[src/rtl/stop_digit_scan.sv]
// rtl/stop_digit_scan.sv - multiplexed seven-segment digit scanner with frame snapshot,
// guard interval, leading-zero blanking and frame tick.
module stop_digit_scan #(
  parameter int NUM_DIGITS     = 4,
  parameter int PRESCALE       = 50000,
  parameter int GUARD          = 8,
  parameter int SEL_ACTIVE_LOW = 1
) (
  input  logic                          clk,
  input  logic                          rst_n,
  input  logic                          en,
  input  logic [4*NUM_DIGITS-1:0]       digits_in,
  input  logic [NUM_DIGITS-1:0]         dp_in,
  input  logic                          lz_blank,
  output logic [NUM_DIGITS-1:0]         selectorBus,
  output logic [3:0]                    digit_out,
  output logic                          dp_out,
  output logic                          blank_out,
  output logic [$clog2(NUM_DIGITS)-1:0] scan_idx,
  output logic                          frame_tick
);

  localparam int IW = $clog2(NUM_DIGITS);
  localparam int CW = $clog2(PRESCALE);

  logic [CW-1:0]           cnt_q, cnt_d;
  logic [IW-1:0]           idx_q, idx_d;
  logic [4*NUM_DIGITS-1:0] snap_dig_q, snap_dig_d;
  logic [NUM_DIGITS-1:0]   snap_dp_q, snap_dp_d;
  logic                    primed_q, primed_d;
  logic                    frame_tick_q, frame_tick_d;
  logic                    slot_end, frame_end, snap_load;
  logic                    guard_ok, active, zero_run, suppress, dp_sel;
  logic [3:0]              digit_sel;
  logic [NUM_DIGITS-1:0]   sel_raw;

  always_comb begin
    cnt_d        = cnt_q;
    idx_d        = idx_q;
    snap_dig_d   = snap_dig_q;
    snap_dp_d    = snap_dp_q;
    primed_d     = primed_q;
    frame_tick_d = 1'b0;
    snap_load    = 1'b0;
    slot_end     = (cnt_q == CW'(PRESCALE - 1));
    frame_end    = slot_end && (idx_q == IW'(NUM_DIGITS - 1));
    if (en) begin
      // The priming edge only captures the first frame; counting starts on the next edge.
      if (!primed_q) begin
        primed_d  = 1'b1;
        snap_load = 1'b1;
      end else begin
        cnt_d     = slot_end ? '0 : cnt_q + 1'b1;
        snap_load = frame_end;
        if (slot_end) idx_d = frame_end ? '0 : idx_q + 1'b1;
      end
    end
    if (snap_load) begin
      snap_dig_d   = digits_in;
      snap_dp_d    = dp_in;
      frame_tick_d = 1'b1;
    end
  end

  always_ff @(posedge clk or negedge rst_n) begin
    if (!rst_n) begin
      cnt_q        <= '0;
      idx_q        <= '0;
      snap_dig_q   <= '0;
      snap_dp_q    <= '0;
      primed_q     <= 1'b0;
      frame_tick_q <= 1'b0;
    end else begin
      cnt_q        <= cnt_d;
      idx_q        <= idx_d;
      snap_dig_q   <= snap_dig_d;
      snap_dp_q    <= snap_dp_d;
      primed_q     <= primed_d;
      frame_tick_q <= frame_tick_d;
    end
  end

  if (GUARD == 0) begin : g_noguard
    assign guard_ok = 1'b1;
  end else begin : g_guard
    assign guard_ok = (cnt_q >= CW'(GUARD));
  end

  // primed_q clears asynchronously, so reset drops the selector without a clock edge.
  assign active = en && primed_q && guard_ok;

  always_comb begin
    zero_run  = 1'b1;
    digit_sel = 4'h0;
    dp_sel    = 1'b0;
    sel_raw   = '0;
    for (int k = 0; k < NUM_DIGITS; k++) begin
      if (IW'(k) >= idx_q && snap_dig_q[4*k +: 4] != 4'h0) zero_run = 1'b0;
      if (IW'(k) == idx_q) begin
        digit_sel  = snap_dig_q[4*k +: 4];
        dp_sel     = snap_dp_q[k];
        sel_raw[k] = active;
      end
    end
  end

  assign suppress    = lz_blank && (idx_q != '0) && zero_run;
  assign selectorBus = (SEL_ACTIVE_LOW != 0) ? ~sel_raw : sel_raw;
  assign digit_out   = digit_sel;
  assign dp_out      = dp_sel && active && !suppress;
  assign blank_out   = !active || suppress;
  assign scan_idx    = idx_q;
  assign frame_tick  = frame_tick_q && en;

endmodule

[config.mk]
export PLATFORM = sky130hd
export DESIGN_NAME = stop_digit_scan
export DESIGN_NICKNAME = d
export VERILOG_FILES = /design/src/rtl/stop_digit_scan.sv
export SDC_FILE = /design/constraint.sdc
export NUM_CORES = 1
export LEC_CHECK = 0
export BUFFER_PORTS_ARGS = -buffer_cell sky130_fd_sc_hd__buf_2
export CORE_AREA = 5 5 81 83
export DETAILED_ROUTE_END_ITERATION = 8
export DIE_AREA = 0 0 86 88
export PLACE_DENSITY = 0.64
export SLEW_MARGIN = 40
export SYNTH_ARGS = -nofsm -noshare
export SYNTH_HDL_FRONTEND = slang
export SYNTH_SLANG_ARGS = --single-unit
[constraint.sdc]
create_clock -name clk -period 2.48 [get_ports clk]
set_input_delay 0.496 -clock clk [delete_from_list [all_inputs] [get_ports clk]]
set_output_delay 0.496 -clock clk [all_outputs]
set_load 0.01 [all_outputs]
==> flow_summary.json <==
{
  "ys_types": 37,
  "synth_warnings": 0,
  "failed_checks": "setup timing",
  "final_nets": 279,
  "swShare_pct": 26.0,
  "clk_latency_ns": 0.29,
  "grt.total_usage_pct": 14.0,
  "drtPass1Iterations": 4,
  "crit_arrival_ns": 2.14,
  "highest_layer": "met4",
  "coreArea_um2": 5780,
  "hold_violations": 0,
  "syn_area_um2": 2140,
  "yosys.area_share.adder_pct": 4.09,
  "finalSetupViolCount": 6,
  "cp-start-kind": "register",
  "holdWs_ns": 0.247,
  "fin_crit_ns": 2.64,
  "placed_cells": 310,
  "timing.fmax_ghz": 0.379,
  "status": "complete, but fails checks",
  "hold_buffers": 0,
  "rsz0062_at_grt": "yes",
  "antenna_found_initial": 0,
  "power_density_nw_per_um2": 614,
  "grt_overflow": 0,
  "grt_pass1_vias": 1638,
  "drv_slew": 0,
  "drc_errors": 0,
  "clk_pin_slew_ns": 0.08,
  "h-tree-depth": 2,
  "syn_inst": 191,
  "post-route-period-util_pct": 106,
  "synth-seq-area-share_pct": 46.8,
  "wl_met2_um": 2560,
  "clkPwrFrac_pct": 33.8,
  "synth-seq-cells": 40,
  "synth_top_family_by_area": "simple AND/OR/NAND/NOR gates",
  "diodes": 0,
  "m1WireLength_um": 2210,
  "holdCritPathClass": "primary input to async pin",
  "clock_skew_ns": 0.00734,
  "area_growth_pct": 29.9,
  "rows": 28,
  "synth_nets": 222,
  "synth_xor_area_share_pct": 4.50,
  "ir_drop_uv": 295,
  "dpl.hpwl_um": 3690,
  "p_int_mw": 1.26,
  "critPathLaunch": "cnt_q[7]",
  "slew_headroom_pct": 53.5,
  "num_io_pins": 37,
  "finalWirelength_um": 5230,
  "cts-root-buf": "clkbuf_8",
  "grt_max_degree": 31,
  "final_common_cell": "dfrtp_1",
  "gp_congestion": 0.827,
  "grt_first_pass_wirelength_um": 8180,
  "p_switching_mw": 0.444,
  "critPathMaxFanout": 4,
  "synth_simple_gate_area_share_pct": 19.5,
  "reg2regPathDepth": 7,
  "worstMarginPinSlew_ns": 0.698,
  "p_leak_nw": 1.25,
  "pwr-share-comb_pct": 18.4,
  "path_class": "register to primary output",
  "pwr-share-seq_pct": 47.8,
  "wl_per_cell_um": 16.1,
  "fill_cells": 531,
  "via_per_inst": 5.17,
  "numPortBuffers": 36,
  "clock_path_buffers": 2,
  "synth_mux_area_share_pct": 13.9,
  "num_vias": 1674,
  "r2r_start": "scan_idx[1]",
  "cts.sinks": 40,
  "syn_area_per_cell_um2": 11.2,
  "maxCapViolations": 0,
  "required_ns": 1.98,
  "fp.dieH_um": 88,
  "drtIter0Drc": 55,
  "cts_tree": "built",
  "final_cell_mix": "39 x dfrtp_1, 34 x buf_2, 20 x mux2_4, 19 x buf_4, 14 x nand2_1",
  "numCtsBuffers": 5,
  "worst_setup_path_end_kind": "primary output",
  "dieArea_um2": 7570,
  "drive_gt1_share_pct": 42.6,
  "synth_compound_area_share_pct": 7.43,
  "stdcell_count": 324,
  "final_antenna_net_count": 0,
  "initial_core_util_pct": 37.0,
  "final.setup.worst_slack_ns": -0.157,
  "dr_wl_met3_um": 387,
  "dieWidth_um": 86
}
## cell type report
| type | count | area, um^2 | share of cell area, % |
|---|---|---|---|
| Multi-Input combinational cell | 136 | 1130 | 40.5 |
| Tap cell | 75 | 93.8 | 3.38 |
| Sequential cell | 40 | 1000 | 36.1 |
| Inverter | 6 | 27.5 | 0.991 |
| Clock buffer | 7 | 96.3 | 3.47 |
| Clock inverter | 1 | 30.0 | 1.08 |
| Timing Repair Buffer | 59 | 403 | 14.5 |
## power groups by stage
stage	clock [mW]	combinational [mW]	sequential, mW
after floorplan	0	0.193	0.809
after global placement	0	0.284	0.823
after detailed placement	0	0.291	0.825
after CTS	0.588	0.313	0.813
after global routing	0.619	0.350	0.824
final	0.576	0.315	0.816
## through the flow
step	utilization [%]	instance area, um^2	total power, mW	TNS (ns)	setup slack [ns]
2_1_floorplan	-	2140	1.00	0	0.00738
3_3_place_gp	43.2	2500	1.11	0	0.0208
3_5_place_dp	43.2	2500	1.12	0	0.00491
4_1_cts	45.9	2660	1.71	-0.685	-0.128
5_1_grt	48.1	2780	1.79	-2.29	-0.225
6_report	48.1	2780	1.71	-0.780	-0.157
## registers in the layout, summed over array words and instances (netlist names)
name and cells:
snap_dig_q 16, scan_idx 2, primed_q 1, cnt_q 16, frame_tick_q 1, snap_dp_q 4
## final timing paths
kind / endpoint / slack [ns]
max: selectorBus[1] / -0.16
min: snap_dp_q[0] / 0.25
max reg2reg: snap_dig_q[2] / 0.01
min reg2reg: snap_dig_q[2] / 0.52
max in group asynchronous: cnt_q[6] / 1.67
min in group clk: snap_dp_q[2] / 0.43
## cells in the mapped netlist
cell,n,area [um^2]
and2_1,4,25.0
or2_2,1,6.26
nor3_1,4,20.0
nor4_1,8,50.1
or4b_2,1,10.0
mux2_2,1,11.3
a221oi_1,4,35.0
buf_6,3,33.8
ha_1,7,87.6
o22ai_1,2,12.5
a211o_1,1,8.76
o21ai_0,5,25.0
clkbuf_2,1,5.00
nor2b_1,5,31.3
mux2_4,19,285
and3_1,1,6.26
clkbuf_1,4,15.0
o311ai_1,1,8.76
nand4_1,7,43.8
nand2_1,16,60.1
buf_2,1,5.00
nand3_1,9,45.0
nand2b_1,1,6.26
nand3b_1,2,15.0
or4bb_2,1,12.5
xnor2_1,10,87.6
inv_1,6,22.5
dfrtp_1,40,1000
o31ai_1,3,22.5
or4_4,2,22.5
nor2_1,11,41.3
xor2_1,1,8.76
or3_1,2,12.5
and4_2,1,10.0
a21oi_1,4,20.0
a21boi_4,1,18.8
o211ai_1,1,7.51
## critical path, cell delays in order (launching register included)
cell,delay [ns]
dfrtp_1,0.38
or4_4,0.54
or4bb_4,0.55
and2_4,0.19
nand2_1,0.06
buf_2,0.12
## logic make-up (layout without fill, tap and decap cells)
kind of cell	count (synthesis)	in the layout
AO/OA/AOI/OAI	22	22
XOR/XNOR	11	11
adder cells (fa/ha/maj)	7	7
buffers and inverters	15	73
flip-flops	40	40
multiplexers	20	20
AND/OR/NAND/NOR	76	76
## repair_timing
action | 4_1_cts | 5_1_grt
pin swaps | 4 | 6
gates resized for setup | 6 | 19
setup endpoints to repair | 9 | 30
buffers inserted | 2 | 3
cloned | 0 | 1
## metal layers
| metal | vias up | track usage (%) |
|---|---|---|
| met5 | - | 0 |
| met3 | 9 | 4.14 |
| li1 | 801 | - |
| met2 | 64 | 23.8 |
| met4 | 0 | 3.45 |
| met1 | 800 | 17.6 |
(Power assumes the default switching activity.)
